--- src/rtl/hybrid_adder_pkg.sv ---
// Shared constants and the inter-stage record for the pipelined hybrid adder.
package hybrid_adder_pkg;

   localparam int unsigned DEF_WIDTH = 16;
   localparam int unsigned DEF_BLOCK = 4;
   // Record fields are sized for the widest supported adder; narrower builds zero-fill.
   localparam int unsigned REC_WIDTH = 64;

   typedef struct packed {
      logic                 valid;
      logic                 carry;
      logic [REC_WIDTH-1:0] sum;
      logic [REC_WIDTH-1:0] a;
      logic [REC_WIDTH-1:0] b;
   } stage_t;

endpackage

--- src/rtl/cla_block.sv ---
// BLOCK-wide carry-lookahead slice: generate/propagate per bit, carries chained by the CLA recurrence.
module cla_block #(
   parameter int unsigned BLOCK = 4
) (
   input  logic [BLOCK-1:0] a,
   input  logic [BLOCK-1:0] b,
   input  logic             ci,
   output logic [BLOCK-1:0] s,
   output logic             co
);

   logic [BLOCK-1:0] g;
   logic [BLOCK-1:0] p;
   logic [BLOCK:0]   c;

   always_comb begin
      g    = a & b;
      p    = a ^ b;
      c    = '0;
      c[0] = ci;
      for (int i = 0; i < int'(BLOCK); i++) begin
         c[i+1] = g[i] | (p[i] & c[i]);
      end
      s  = p ^ c[BLOCK-1:0];
      co = c[BLOCK];
   end

endmodule

--- src/rtl/pipelined_hybrid_adder.sv ---
// Carry-pipelined adder: one CLA block per stage, valid/ready back-pressure, WIDTH/BLOCK >= 2.
// Optional signed-overflow output OVF is built when HYBRID_ADDER_OVF_EN is defined.
module pipelined_hybrid_adder
   import hybrid_adder_pkg::*;
#(
   parameter int unsigned WIDTH = DEF_WIDTH,
   parameter int unsigned BLOCK = DEF_BLOCK
) (
   input  logic             clk,
   input  logic             rst_n,
   input  logic             in_valid,
   output logic             in_ready,
   input  logic [WIDTH-1:0] X,
   input  logic [WIDTH-1:0] Y,
   input  logic             C0,
   input  logic             sub,
   output logic             out_valid,
   input  logic             out_ready,
   output logic [WIDTH-1:0] S,
   output logic             Cout
`ifdef HYBRID_ADDER_OVF_EN
   ,
   output logic             OVF
`endif
);

   localparam int unsigned NSTG = WIDTH / BLOCK;
   localparam int unsigned NREC = NSTG - 1;
   localparam int unsigned TOP  = NSTG - 1;

   stage_t           st_q [NREC];
   stage_t           st_d [NREC];
   logic [WIDTH-1:0] s_q, s_d;
   logic             cout_q, cout_d;
   logic             out_valid_q, out_valid_d;
`ifdef HYBRID_ADDER_OVF_EN
   logic             ovf_q, ovf_d;
`endif

   logic [NSTG-1:0]  adv_c;
   logic [WIDTH-1:0] op_b_c;
   logic [BLOCK-1:0] blk_a  [NSTG];
   logic [BLOCK-1:0] blk_b  [NSTG];
   logic [BLOCK-1:0] blk_s  [NSTG];
   logic             blk_ci [NSTG];
   logic             blk_co [NSTG];

   // Back-pressure chain (a stage loads when empty or when its successor loads) and block operand routing.
   always_comb begin
      op_b_c     = sub ? ~Y : Y;
      adv_c      = '0;
      adv_c[TOP] = ~out_valid_q | out_ready;
      for (int k = int'(NREC) - 1; k >= 0; k--) begin
         adv_c[k] = ~st_q[k].valid | adv_c[k+1];
      end
      blk_a     = '{default: '0};
      blk_b     = '{default: '0};
      blk_ci    = '{default: 1'b0};
      blk_a[0]  = X[BLOCK-1:0];
      blk_b[0]  = op_b_c[BLOCK-1:0];
      blk_ci[0] = sub | C0;
      for (int k = 1; k < int'(NSTG); k++) begin
         blk_a[k]  = st_q[k-1].a[BLOCK-1:0];
         blk_b[k]  = st_q[k-1].b[BLOCK-1:0];
         blk_ci[k] = st_q[k-1].carry;
      end
   end

   for (genvar gk = 0; gk < int'(NSTG); gk++) begin : g_stage
      cla_block #(.BLOCK(BLOCK)) u_cla (
         .a  (blk_a[gk]),
         .b  (blk_b[gk]),
         .ci (blk_ci[gk]),
         .s  (blk_s[gk]),
         .co (blk_co[gk])
      );
   end

   // Operands shift down one block per stage; sum bits accumulate in place.
   always_comb begin
      st_d        = st_q;
      s_d         = s_q;
      cout_d      = cout_q;
      out_valid_d = out_valid_q;
`ifdef HYBRID_ADDER_OVF_EN
      ovf_d       = ovf_q;
`endif
      if (adv_c[0]) begin
         st_d[0].valid = in_valid;
         st_d[0].carry = blk_co[0];
         st_d[0].sum   = REC_WIDTH'(blk_s[0]);
         st_d[0].a     = REC_WIDTH'(X) >> BLOCK;
         st_d[0].b     = REC_WIDTH'(op_b_c) >> BLOCK;
      end
      for (int k = 1; k < int'(NREC); k++) begin
         if (adv_c[k]) begin
            st_d[k].valid = st_q[k-1].valid;
            st_d[k].carry = blk_co[k];
            st_d[k].sum   = st_q[k-1].sum | (REC_WIDTH'(blk_s[k]) << (k * BLOCK));
            st_d[k].a     = st_q[k-1].a >> BLOCK;
            st_d[k].b     = st_q[k-1].b >> BLOCK;
         end
      end
      if (adv_c[TOP]) begin
         out_valid_d = st_q[NREC-1].valid;
         s_d         = WIDTH'(st_q[NREC-1].sum | (REC_WIDTH'(blk_s[TOP]) << (TOP * BLOCK)));
         cout_d      = blk_co[TOP];
`ifdef HYBRID_ADDER_OVF_EN
         // a^b^s at the MSB recovers the carry into the MSB.
         ovf_d       = blk_a[TOP][BLOCK-1] ^ blk_b[TOP][BLOCK-1] ^ blk_s[TOP][BLOCK-1] ^ blk_co[TOP];
`endif
      end
   end

   always_ff @(posedge clk or negedge rst_n) begin
      if (!rst_n) begin
         for (int k = 0; k < int'(NREC); k++) begin
            st_q[k] <= '0;
         end
         s_q         <= '0;
         cout_q      <= 1'b0;
         out_valid_q <= 1'b0;
`ifdef HYBRID_ADDER_OVF_EN
         ovf_q       <= 1'b0;
`endif
      end else begin
         st_q        <= st_d;
         s_q         <= s_d;
         cout_q      <= cout_d;
         out_valid_q <= out_valid_d;
`ifdef HYBRID_ADDER_OVF_EN
         ovf_q       <= ovf_d;
`endif
      end
   end

   assign in_ready  = adv_c[0];
   assign out_valid = out_valid_q;
   assign S         = s_q;
   assign Cout      = cout_q;
`ifdef HYBRID_ADDER_OVF_EN
   assign OVF       = ovf_q;
`endif

endmodule

--- config.mk ---
export PLATFORM = sky130hd
export DESIGN_NAME = pipelined_hybrid_adder
export DESIGN_NICKNAME = d
export VERILOG_FILES = /design/src/rtl/hybrid_adder_pkg.sv /design/src/rtl/cla_block.sv /design/src/rtl/pipelined_hybrid_adder.sv
export SDC_FILE = /design/constraint.sdc
export NUM_CORES = 1
export LEC_CHECK = 0
export BUFFER_PORTS_ARGS = -buffer_cell sky130_fd_sc_hd__clkbuf_2
export CORE_AREA = 4 4 88 90
export DETAILED_ROUTE_END_ITERATION = 7
export DIE_AREA = 0 0 92 94
export PLACE_DENSITY = 0.82
export SLEW_MARGIN = 5
export SYNTH_ARGS = -nofsm -noshare
export SYNTH_HDL_FRONTEND = slang
export SYNTH_HIERARCHICAL = 1
export SYNTH_SLANG_ARGS = --single-unit
export TNS_END_PERCENT = 100
--- constraint.sdc ---
create_clock -name clk -period 3.5 [get_ports clk]
set_clock_uncertainty 0.1 [all_clocks]
set_input_delay 1.05 -clock clk [delete_from_list [all_inputs] [get_ports clk]]
set_output_delay 1.05 -clock clk [all_outputs]
set_load 0.05 [all_outputs]
Yosys cells after proc, flatten, opt, wreduce, memory -nomap -nowiden
Index checks and enable logic that the tools add are counted.
- muxes and demuxes: 1
- bitwise logic cells: 57
- operators by type and width (cell ; count):
    $xor 4x4->4 ; 8
    $or 1x1->1 ; 21
    $and 1x1->1 ; 16
    $and 4x4->4 ; 4
    $mux 16 ; 1
    $not 16->16 ; 1
    $or 16x16->16 ; 1
    $or 8x12->12 ; 1
    $or 4x8->8 ; 1
    $not 1->1 ; 4
- register bits after elaboration: 100
- input bits: 38
- output and inout bits: 19
- logic and storage cells: 76

Logic depth before layout (Yosys ltp)
Gate-level depths: netlist of run 1.
- depth after elaboration: 11
- mapped depth: 12
- depth with buffers taken out: 10

Cells and area by module
The synthesis of run 1 kept the hierarchy.
- modules (own cells, without submodules) (module ; times used ; cells each ; area an instance (um2) ; seq. area each (um2)):
    pipelined_hybrid_adder ; 1 ; 239 ; 3703.6 ; 2402.3
    cla_block ; 4 ; 14 ; 117.6 ; 0.0

Least setup slack after synthesis of run 1
OpenSTA, ideal clock, no wires.
- path type: input-to-reg
- start: in sub
- end: reg st_q[519] in the netlist's numbering
- setup time: 0.064 ns
- data arrival time: 3.329 ns
- data required time: 3.336 ns
- setup slack: 0.006 ns
- stages on the path: 12
- path buffers: 2
- path through: buf_2 buf_2 or2_2 inv_1 fa_1 inv_1 fa_1 fa_1 inv_1 fa_1 inv_1 mux2_2
- RTL lines (element ; RTL line ; text):
    start, declared ; pipelined_hybrid_adder.sv:16 ; input logic sub,
    end signal, assigned ; pipelined_hybrid_adder.sv:127 ; st_q <= st_d;
    end, declared ; pipelined_hybrid_adder.sv:31 ; stage_t st_q [NREC];

Worst setup path after layout of run 1
- start: in out_ready
- end: out in_ready
- word-level cells in the longest chain between the ends: 4
- ends and longest elaborated chain (element ; RTL line ; text):
    start, declared ; pipelined_hybrid_adder.sv:18 ; input logic out_ready,
    $or 1x1->1 ; pipelined_hybrid_adder.sv:52 ; adv_c[TOP] = ~out_valid_q | out_ready;
    $or 1x1->1 (3 in series) ; pipelined_hybrid_adder.sv:54 ; adv_c[k] = ~st_q[k].valid | adv_c[k+1];
    end, declared ; pipelined_hybrid_adder.sv:12 ; output logic in_ready,
No other way between the ends.

==> results.txt, run 1 <==
Launch point of the critical path: out_ready
Tightest Pin Transition: 0.892 ns
Iteration-0 DRC Markers: 104
Crit. End Element: primary output
Top Ports: 57
Initial core utilization: 59.1%
Peak VDD IR: 0.264 mV
CP startpoint kind: input pin
Delay-heaviest family, CP: simple AND/OR/NAND/NOR gates
Worst r2r path cells: 9
Main synth FF type: dfrtp_1
Leading area contributor after synthesis: dfrtp_1
Data arrival, critical path: 1.96 ns
Final TNS setup: 0 ns
Max Cap Viol: 0
CP max FO: 13
Antenna Violating Nets Remaining: 0
Min Hold Slack: 0.363 ns
RSZ-0062 raised after global routing: no
First-pass GRT wire length: 11200 um
FP Rows: 31
Root Buffer: clkbuf_8
Post-CTS Setup Bufs: 0
Worst r2r dst: st_q[139]
Critical path cell sequence: clkbuf_2, and4b_1, and2_4, inv_4, clkbuf_2
Power density over the cells: 734 nW/um^2
Clk pin slew, worst setup/hold paths: 0.08 ns
Cells after synthesis: 295
Fin crit period: 3.11 ns
Comb pwr share: 33.2%
1st-pass router iterations: 4
Hold Path Depth: 1
Sw frac: 35.7%
Max clock buf depth: 2
Hold_sp: st_q[387]
Post-DP HPWL: 4740 um
Pins Over Slew Limit: 0
Clk network pwr share: 20.2%
Share of power burned in registers: 46.6%
WHS Endpoint: st_q[193]
Vias in the first global route: 2307
CP peak stage delay: 0.30 ns
Vias per inst: 4.95
Final Setup Violations: 0
Worst min-delay path class: flop to flop
Largest net degree at the start of global routing: 55
Core area: 7060 um^2
Hold buffers post-CTS: 0
Antenna cells: 0
Total track usage: 16.6%
WL/cell: 14.2 um
Highest Clock Rate: 322 MHz
Fin nets: 408
Drt drc: 0
Slowest CP cell: and4b_1
Register area share after synthesis: 57.6%
Die Y: 94 um
Filler cells: 522
Multi-input logic area: 1540 um^2
Num Clock Sinks: 96
Post-synth EDFFs: 0
Reg area: 2400 um^2
Int Pwr: 2.24 mW
Die X: 92 um
Reg2reg start: blk_a[4]
Cell variety after synth: 19
WP data required: 2.35 ns
TritonCTS clock tree: done
Synth Net Count: 349
Main area contributors after synthesis: dfrtp_1 (58%), mux2_2 (22%), fa_1 (7.7%)
Status: complete, no violations
Final Wtd Congestion: 0.754
Yosys Warn Count: 6
Synthesized area: 4170 um^2
Post-CTS sizing: 0
Global route overflow: 0
Initial antenna violation count: 0
Die ar.: 8650 um^2
Crit Path Category: input pin to primary output
Synth top area share: 57.6%
WP buf/inv: 3
Skew-Pair Late Insertion Delay: 0.36 ns
Final period util: 88.8%
Switch Pwr: 1.25 mW
P&R area growth vs syn: 13.9%
Ys async rst share: 100%
Critical Path Stages: 5
Post-synth top cells: dfrtp_1 (96), mux2_2 (80), inv_1 (40), fa_1 (16)
DR vias: 2268
Synth Register Bits: 96
Most common cell in the synthesized netlist: dfrtp_1
Slew HR: 40.4%
H-tree depth: 3
Flop2flop setup slack: 1.19 ns
Final Hold Viols: 0
Mean Syn Cell Area: 14.1 um^2
Port bufs: 56
P_leak: 2.21 nW
Total CTS buffers: 9
Detailed Route WL: 6480 um
Layout cell share with drive strength beyond 1: 44.8%
Most used cell, CP: clkbuf_2
-- stage by stage --
| step | instance area, um^2 | worst slack (ns) | power, mW | cells | util [%] |
|---|---|---|---|---|---|
| 2_1_floorplan | 4170 | 0.00639 | 2.50 | 295 | - |
| 5_1_grt | 4750 | 0.344 | 3.71 | 458 | 67.4 |
| 3_3_place_gp | 4560 | 0.209 | 2.77 | 442 | 64.6 |
| 6_report | 4750 | 0.391 | 3.49 | 458 | 67.4 |
| 3_5_place_dp | 4560 | 0.145 | 2.82 | 442 | 64.6 |
| 4_1_cts | 4750 | 0.397 | 3.53 | 458 | 67.4 |
-- flip-flops by register name, summed over array words and instances (netlist names) --
name	flops
blk_ci	3
out_valid	1
blk_b	12
blk_a	12
st_q	51
S	16
Cout	1
-- cell type report --
cell class,instances,area share [%]
flip-flops and latches,96,50.5
multi-input cells,145,32.4
repair buffers,61,7.00
inverters,41,3.29
clock buffers,10,2.68
well taps,99,2.61
clock inverters,6,1.47
-- metal layers --
layer	vias to the layer above	GRT usage (%)	share of wire (%)
li1	1076	-	-
met1	1137	23.6	47
met2	45	25.4	48
met3	10	3.61	3.3
met4	0	6.31	1.8
met5	-	0	0
-- power groups by stage --
stage                     clock (mW)  combinational (mW)  sequential (mW)
after floorplan                    0               0.543             1.95
after global placement             0                1.13             1.64
after global routing           0.773                1.26             1.67
after CTS                      0.718                1.18             1.63
final                          0.705                1.16             1.63
after detailed placement           0                1.17             1.65
-- kinds of logic (layout without fill, tap and decap cells) --
group	count (synthesis)	count (layout)	synth area share, %
flip-flops	96	96	57.6
adder cells (fa/ha/maj)	16	16	7.67
buffers and inverters	54	118	5.52
AO/OA/AOI/OAI	12	12	1.44
AND/OR/NAND/NOR	21	21	2.88
XOR/XNOR	16	16	3.36
multiplexers	80	80	21.6
-- worst register-to-register path, cell delays in order, from the launching register on --
cell and delay [ns]:
dfrtp_1 0.35, inv_1 0.06, fa_1 0.40, inv_1 0.08
fa_1 0.18, fa_1 0.19, inv_1 0.06, fa_1 0.50
inv_1 0.04, mux2_2 0.25
-- cell usage in the layout, fill, tap and decap left out, drive strengths merged --
cell / Yosys / routed
clkbuf: 2 / 65
xnor2: 12 / 12
nand2: 1 / 1
buf: 11 / 6
or2: 3 / 3
dfrtp: 96 / 96
xor2: 4 / 4
and4b: 1 / 1
o21ai: 12 / 12
clkinvlp: 0 / 3
inv: 41 / 41
mux2: 80 / 80
bufinv: 0 / 1
nor2b: 1 / 1
fa: 16 / 16
nand2b: 2 / 2
and2: 1 / 1
clkinv: 0 / 2
nand3: 12 / 12
-- worst max-delay path by stage --
stage	end	slack, ns
after floorplan	st_q[519]	0.006
after global placement	st_q[519]	0.21
after detailed placement	st_q[519]	0.14
after CTS	in_ready	0.40
after global routing	in_ready	0.34
final	in_ready	0.39
Power figures use the tool's default switching activity.
==> inputs of run 2 (changes only) <==
Settings changed: PLACE_DENSITY 0.82 to 0.81, SYNTH_HIERARCHICAL 1 to not set.
==> run 2 against run 1 <==
Final area about the same. Cell count up 10%. Global-route usage grew 1.9 points. Non-clock buffer count increased by 5. Clock power up 8.5%. Wire length rose by 8.1%.
==> results.txt, run 2 <==
Status: complete, no violations (unchanged)
P&R area growth vs syn: 14.9% (was 13.9%)
Detailed Route WL: 7010 um (was 6480 um)
Max Cap Viol: 0 (unchanged)
Antenna Violating Nets Remaining: 0 (unchanged)
Die Y: 94 um (unchanged)
Root Buffer: clkbuf_8 (unchanged)
Min Hold Slack: 0.375 ns (was 0.363 ns)
Slowest CP cell: and4b_1 (unchanged)
Final TNS setup: 0 ns (unchanged)
P_leak: 2.29 nW (was 2.21 nW)
Critical path cell sequence: clkbuf_2, and4b_1, and2_1, inv_4, clkbuf_2 (was clkbuf_2, and4b_1, and2_4, inv_4, clkbuf_2)
Cell variety after synth: 26 (was 19)
Post-CTS sizing: 0 (unchanged)
Mean Syn Cell Area: 12.1 um^2 (was 14.1 um^2)
Most common cell in the synthesized netlist: dfrtp_1 (unchanged)
Synth Net Count: 397 (was 349)
CP peak stage delay: 0.30 ns (about the same)
Total track usage: 18.5% (was 16.6%)
Most used cell, CP: clkbuf_2 (unchanged)
Synth Register Bits: 96 (unchanged)
Dpl cells: 489 (was 442)
Most common cell after layout, fill and taps aside: dfrtp_1 (unchanged)
First-pass GRT wire length: 12500 um (was 11200 um)
RSZ-0062 raised after global routing: no (unchanged)
Hold buffers post-CTS: 0 (unchanged)
Post-CTS Setup Bufs: 0 (unchanged)
Worst min-delay path class: flop to flop (unchanged)
Most frequent cells in the layout: dfrtp_1 (96), nand2_1 (64), clkbuf_2 (55) (was dfrtp_1 (96), mux2_2 (80), clkbuf_2 (55))
Initial core utilization: 58.6% (was 59.1%)
Data arrival, critical path: 1.94 ns (was 1.96 ns)
Peak VDD IR: 0.247 mV (was 0.264 mV)
Largest net degree at the start of global routing: 56 (was 55)
Largest reg by FF count: st_q (unchanged)
Pins Over Slew Limit: 0 (unchanged)
Cells after synthesis: 343 (was 295)
WL/cell: 13.9 um (was 14.2 um)
Fin crit period: 3.09 ns (was 3.11 ns)
Iteration-0 DRC Markers: 115 (was 104)
Register area share after synthesis: 58.1% (was 57.6%)
Synth top area share: 58.1% (was 57.6%)
H-tree depth: 3 (unchanged)
Main synth FF type: dfrtp_1 (unchanged)
Main area contributors after synthesis: dfrtp_1 (58%), mux2_2 (9.3%), fa_1 (7.7%) (was dfrtp_1 (58%), mux2_2 (22%), fa_1 (7.7%))
Flop2flop setup slack: 1.18 ns (was 1.19 ns)
Core area: 7060 um^2 (unchanged)
Leading area contributor after synthesis: dfrtp_1 (unchanged)
Clk pin slew, worst setup/hold paths: 0.08 ns (about the same)
Setup WS pre-CTS: 0.104 ns (was 0.145 ns)
Vias in the first global route: 2668 (was 2307)
Tightest Pin Transition: 0.686 ns (was 0.892 ns)
Die ar.: 8650 um^2 (unchanged)
Layout Cells excl Fill: 505 (was 458)
Post-synth top cells: dfrtp_1 (96), nand2_1 (64), mux2_2 (34), inv_1 (26), o21ai_0 (25) (was dfrtp_1 (96), mux2_2 (80), inv_1 (40), fa_1 (16))
Max FFs per register: 51 (unchanged)
Power density over the cells: 730 nW/um^2 (was 734 nW/um^2)
Skew-Pair Late Insertion Delay: 0.35 ns (was 0.36 ns)
1st-pass router iterations: 4 (unchanged)
DR vias: 2513 (was 2268)
Post-DP HPWL: 5110 um (was 4740 um)
Global route overflow: 0 (unchanged)
Total CTS buffers: 9 (unchanged)
Highest Clock Rate: 324 MHz (was 322 MHz)
Yosys Warn Count: 0 (was 6)
Final Wtd Congestion: 0.780 (was 0.754)
Antenna cells: 0 (unchanged)
Num Clock Sinks: 96 (unchanged)
Final Hold Viols: 0 (unchanged)
Post-route setup slack: 0.410 ns (was 0.391 ns)
Port bufs: 56 (unchanged)
Crit Path Category: input pin to primary output (unchanged)
Post-synth EDFFs: 0 (unchanged)
Final period util: 88.3% (was 88.8%)
CP max FO: 4 (was 13)
Fin nets: 455 (was 408)
Overall Power: 3.47 mW (was 3.49 mW)
WP data required: 2.35 ns (about the same)
CP startpoint kind: input pin (unchanged)
Top Ports: 57 (unchanged)
Drt drc: 0 (unchanged)
FP Rows: 31 (unchanged)
Vias per inst: 4.98 (was 4.95)
Slew HR: 54.3% (was 40.4%)
Synthesized area: 4140 um^2 (was 4170 um^2)
Die X: 92 um (unchanged)
Final Setup Violations: 0 (unchanged)
Ys async rst share: 100% (unchanged)
TritonCTS clock tree: done (unchanged)
Max clock buf depth: 2 (unchanged)
Initial antenna violation count: 0 (unchanged)
Layout cell share with drive strength beyond 1: 30.8% (was 44.8%)
Crit. End Element: primary output (unchanged)
-- run 2: changes by cell type after synthesis, sizes merged, moves of 2 or more --
cell / change
mux2: -38
buf: -5
a21oi: +6
nand3: +3
xor2: -3
xnor2: +3
inv: -14
o21ai: +13
or2: -2
nand2: +63
nor2: +7
clkbuf: +11
-- run 2: path summary, 6_finish.rpt --
kind | from | cells after the start | endpoint
max | out_ready | 5 | in_ready
min | st_q[323] | 2 | st_q[323]
max reg2reg | blk_b[4] | 8 | st_q[139]
min reg2reg | st_q[323] | 2 | st_q[323]
max in group asynchronous | rst_n | 2 | st_q[198]
min in group asynchronous | rst_n | 1 | S[2]
-- run 2: critical path, delay by kind of cell --
family                 cells  cell delay (ns)
buffers and inverters      3             0.38
AND/OR/NAND/NOR            2             0.51
-- run 2: stage by stage --
| step | util, % | cell area (um^2) |
|---|---|---|
| floorplan | - | 4150 |
| global placement | 64.3 | 4540 |
| detailed placement | 64.3 | 4540 |
| CTS | 67.3 | 4750 |
| global route | 67.3 | 4750 |
| finish | 67.3 | 4750 |
-- run 2: routing by layer --
layer | part of all wire (%) | vias to the layer above | global-route usage [%]
met4 | 2.4 | 0 | 8.17
li1 | - | 1206 | -
met2 | 48 | 54 | 29.3
met5 | 0 | - | 0
met3 | 3.6 | 13 | 3.85
met1 | 46 | 1240 | 25.1
-- run 2: cells by family after synthesis --
kind of cell,after synthesis,synth area share (%)
flops,96,58.1
simple gates,95,9.80
buf+inv,46,4.87
mux,43,12.4
compound gates,31,3.75
xor+xnor,16,3.39
fa+ha+maj,16,7.74
-- run 2: power by group --
part	internal, mW	switching (mW)	total (mW)
registers	1.43	0.178	1.61
logic	0.395	0.702	1.10
clock network	0.422	0.343	0.765
total	2.25	1.22	3.47
-- run 2: cell type report --
class                   count  area [um^2]
clock inverters             3         65.1
clock buffers              13          149
well taps                  99          124
inverters                  27          104
repair buffers             66          370
flip-flops and latches     96         2400
multi-input cells         201         1540
fillers                   518         2310
==> inputs of run 3 (changes only) <==
Settings changed: CAP_MARGIN set to 25.
Clock period 3.5 ns to 3.86 ns, I/O delays scaled along.
==> run 3 against run 2 <==
Sequential cell count unchanged. Wire length increased by 0.71%. Final area about the same.
==> results.txt, run 3 (same netlist as run 2, synthesis figures left out) <==
Largest net degree at the start of global routing: 56 (unchanged)
Layout cell share with drive strength beyond 1: 31.0% (was 30.8%)
Most common cell after layout, fill and taps aside: dfrtp_1 (unchanged)
FP Rows: 31 (unchanged)
Drt drc: 0 (unchanged)
WP data required: 2.60 ns (was 2.35 ns)
Post-CTS Setup Bufs: 0 (unchanged)
WL/cell: 14.0 um (was 13.9 um)
RSZ-0062 raised after global routing: no (unchanged)
Crit. End Element: primary output (unchanged)
Post-CTS sizing: 0 (unchanged)
P_leak: 2.29 nW (about the same)
Critical path cell sequence: clkbuf_2, and4b_1, and2_1, inv_4, clkbuf_2 (unchanged)
Die ar.: 8650 um^2 (unchanged)
Core area: 7060 um^2 (unchanged)
Antenna cells: 0 (unchanged)
Setup WS pre-CTS: 0.266 ns (was 0.104 ns)
Tightest Pin Transition: 0.670 ns (was 0.686 ns)
Pins Over Slew Limit: 0 (unchanged)
Layout Cells excl Fill: 505 (unchanged)
Max Cap Viol: 0 (unchanged)
Power density over the cells: 666 nW/um^2 (was 730 nW/um^2)
Final core utilization: 67.3% (about the same)
Root Buffer: clkbuf_8 (unchanged)
CP startpoint kind: input pin (unchanged)
CP peak stage delay: 0.31 ns (was 0.30 ns)
Post-DP HPWL: 5100 um (was 5110 um)
Num Clock Sinks: 96 (unchanged)
Largest reg by FF count: st_q (unchanged)
Total CTS buffers: 9 (unchanged)
Clk pin slew, worst setup/hold paths: 0.10 ns (was 0.08 ns)
Slowest CP cell: and4b_1 (unchanged)
Fin crit period: 3.31 ns
Final Setup Violations: 0 (unchanged)
Iteration-0 DRC Markers: 126 (was 115)
Filler cells: 528 (was 518)
Slew HR: 55.4% (was 54.3%)
Die X: 92 um (unchanged)
Initial core utilization: 58.6% (unchanged)
Final period util: 85.9%
First-pass GRT wire length: 12300 um (was 12500 um)
Vias per inst: 4.96 (was 4.98)
Antenna Violating Nets Remaining: 0 (unchanged)
Top Ports: 57 (unchanged)
Vias in the first global route: 2675 (was 2668)
Final Wtd Congestion: 0.772 (was 0.780)
Status: complete, no violations (unchanged)
DR vias: 2505 (was 2513)
Max FFs per register: 51 (unchanged)
Post-route setup slack: 0.546 ns (was 0.410 ns)
Final Hold Viols: 0 (unchanged)
Total track usage: 18.2% (was 18.5%)
Initial antenna violation count: 0 (unchanged)
H-tree depth: 3 (unchanged)
Highest Clock Rate: 302 MHz
Final TNS setup: 0 ns (unchanged)
TritonCTS clock tree: done (unchanged)
Skew-Pair Late Insertion Delay: 0.36 ns (was 0.35 ns)
Detailed Route WL: 7060 um (was 7010 um)
Hold buffers post-CTS: 0 (unchanged)
Peak VDD IR: 0.239 mV (was 0.247 mV)
Port bufs: 56 (unchanged)
Worst min-delay path class: flop to flop (unchanged)
CP max FO: 4 (unchanged)
Most used cell, CP: clkbuf_2 (unchanged)
Max clock buf depth: 2 (unchanged)
WP buf/inv: 3 (unchanged)
Dpl cells: 489 (unchanged)
Fin nets: 455 (unchanged)
P&R area growth vs syn: 14.8% (was 14.9%)
Die Y: 94 um (unchanged)
1st-pass router iterations: 4 (unchanged)
Global route overflow: 0 (unchanged)
Data arrival, critical path: 2.06 ns (was 1.94 ns)
Crit Path Category: input pin to primary output (unchanged)
Delay-heaviest family, CP: simple AND/OR/NAND/NOR gates (unchanged)
Most frequent cells in the layout: dfrtp_1 (96), nand2_1 (64), clkbuf_2 (55) (unchanged)
==> run 3: cell count changes in the layout (fill, tap and decap cells not counted), sizes merged <==
cell      before  now
clkinvlp       0    2
clkbuf        68   65
clkinv         1    2
==> run 3: layout make-up <==
type | instances | area, um^2 | share of cell area, %
Clock inverter | 6 | 92.6 | 1.95
Tap cell | 99 | 124 | 2.61
Inverter | 27 | 104 | 2.19
Clock buffer | 10 | 138 | 2.90
Sequential cell | 96 | 2400 | 50.6
Multi-Input combinational cell | 201 | 1530 | 32.3
Timing Repair Buffer | 66 | 358 | 7.53
==> run 3: worst min-delay path, cell delays in order, from the launching register on <==
cell and delay (ns):
dfrtp_1 0.35, nand2_1 0.05, o21ai_0 0.06
==> run 3: path summary, 6_finish.rpt <==
path | slack (ns) | startpoint | endpoint | depth (start not counted)
min | 0.37 | st_q[392] | blk_b[4] | 2
max reg2reg | 1.59 | blk_ci[0] | S[15] | 8
max in group asynchronous | 2.18 | rst_n | S[10] | 2
min in group asynchronous | 0.73 | rst_n | st_q[327] | 1
min reg2reg | 0.37 | st_q[392] | blk_b[4] | 2
max | 0.55 | out_ready | in_ready | 5
==> run 3: per-layer routing <==
metal  GRT usage (%)  wire length [um]  vias to the layer above  share of wire [%]
li1                -                 -                     1218                  -
met4            7.43                61                        0               0.86
met3            2.80               257                        4                3.6
met5               0                 0                        -                  0
met1            24.7              3290                     1236                 47
met2            29.6              3450                       47                 49
==> run 3: metrics by stage <==
step | power [mW] | cell area, um^2 | hold slack [ns]
CTS | 3.20 | 4750 | 0.374
global placement | 2.43 | 4520 | 0.349
global route | 3.35 | 4750 | 0.398
detailed placement | 2.48 | 4520 | 0.355
finish | 3.16 | 4750 | 0.373
floorplan | 2.19 | 4140 | 0.333
==> run 3: report_power, final <==
part / leakage [nW] / internal (mW) / switching, mW
registers: 1.13 / 1.30 / 0.162
clock network: 0.109 / 0.385 / 0.341
logic: 1.06 / 0.353 / 0.627
total: 2.29 / 2.03 / 1.13
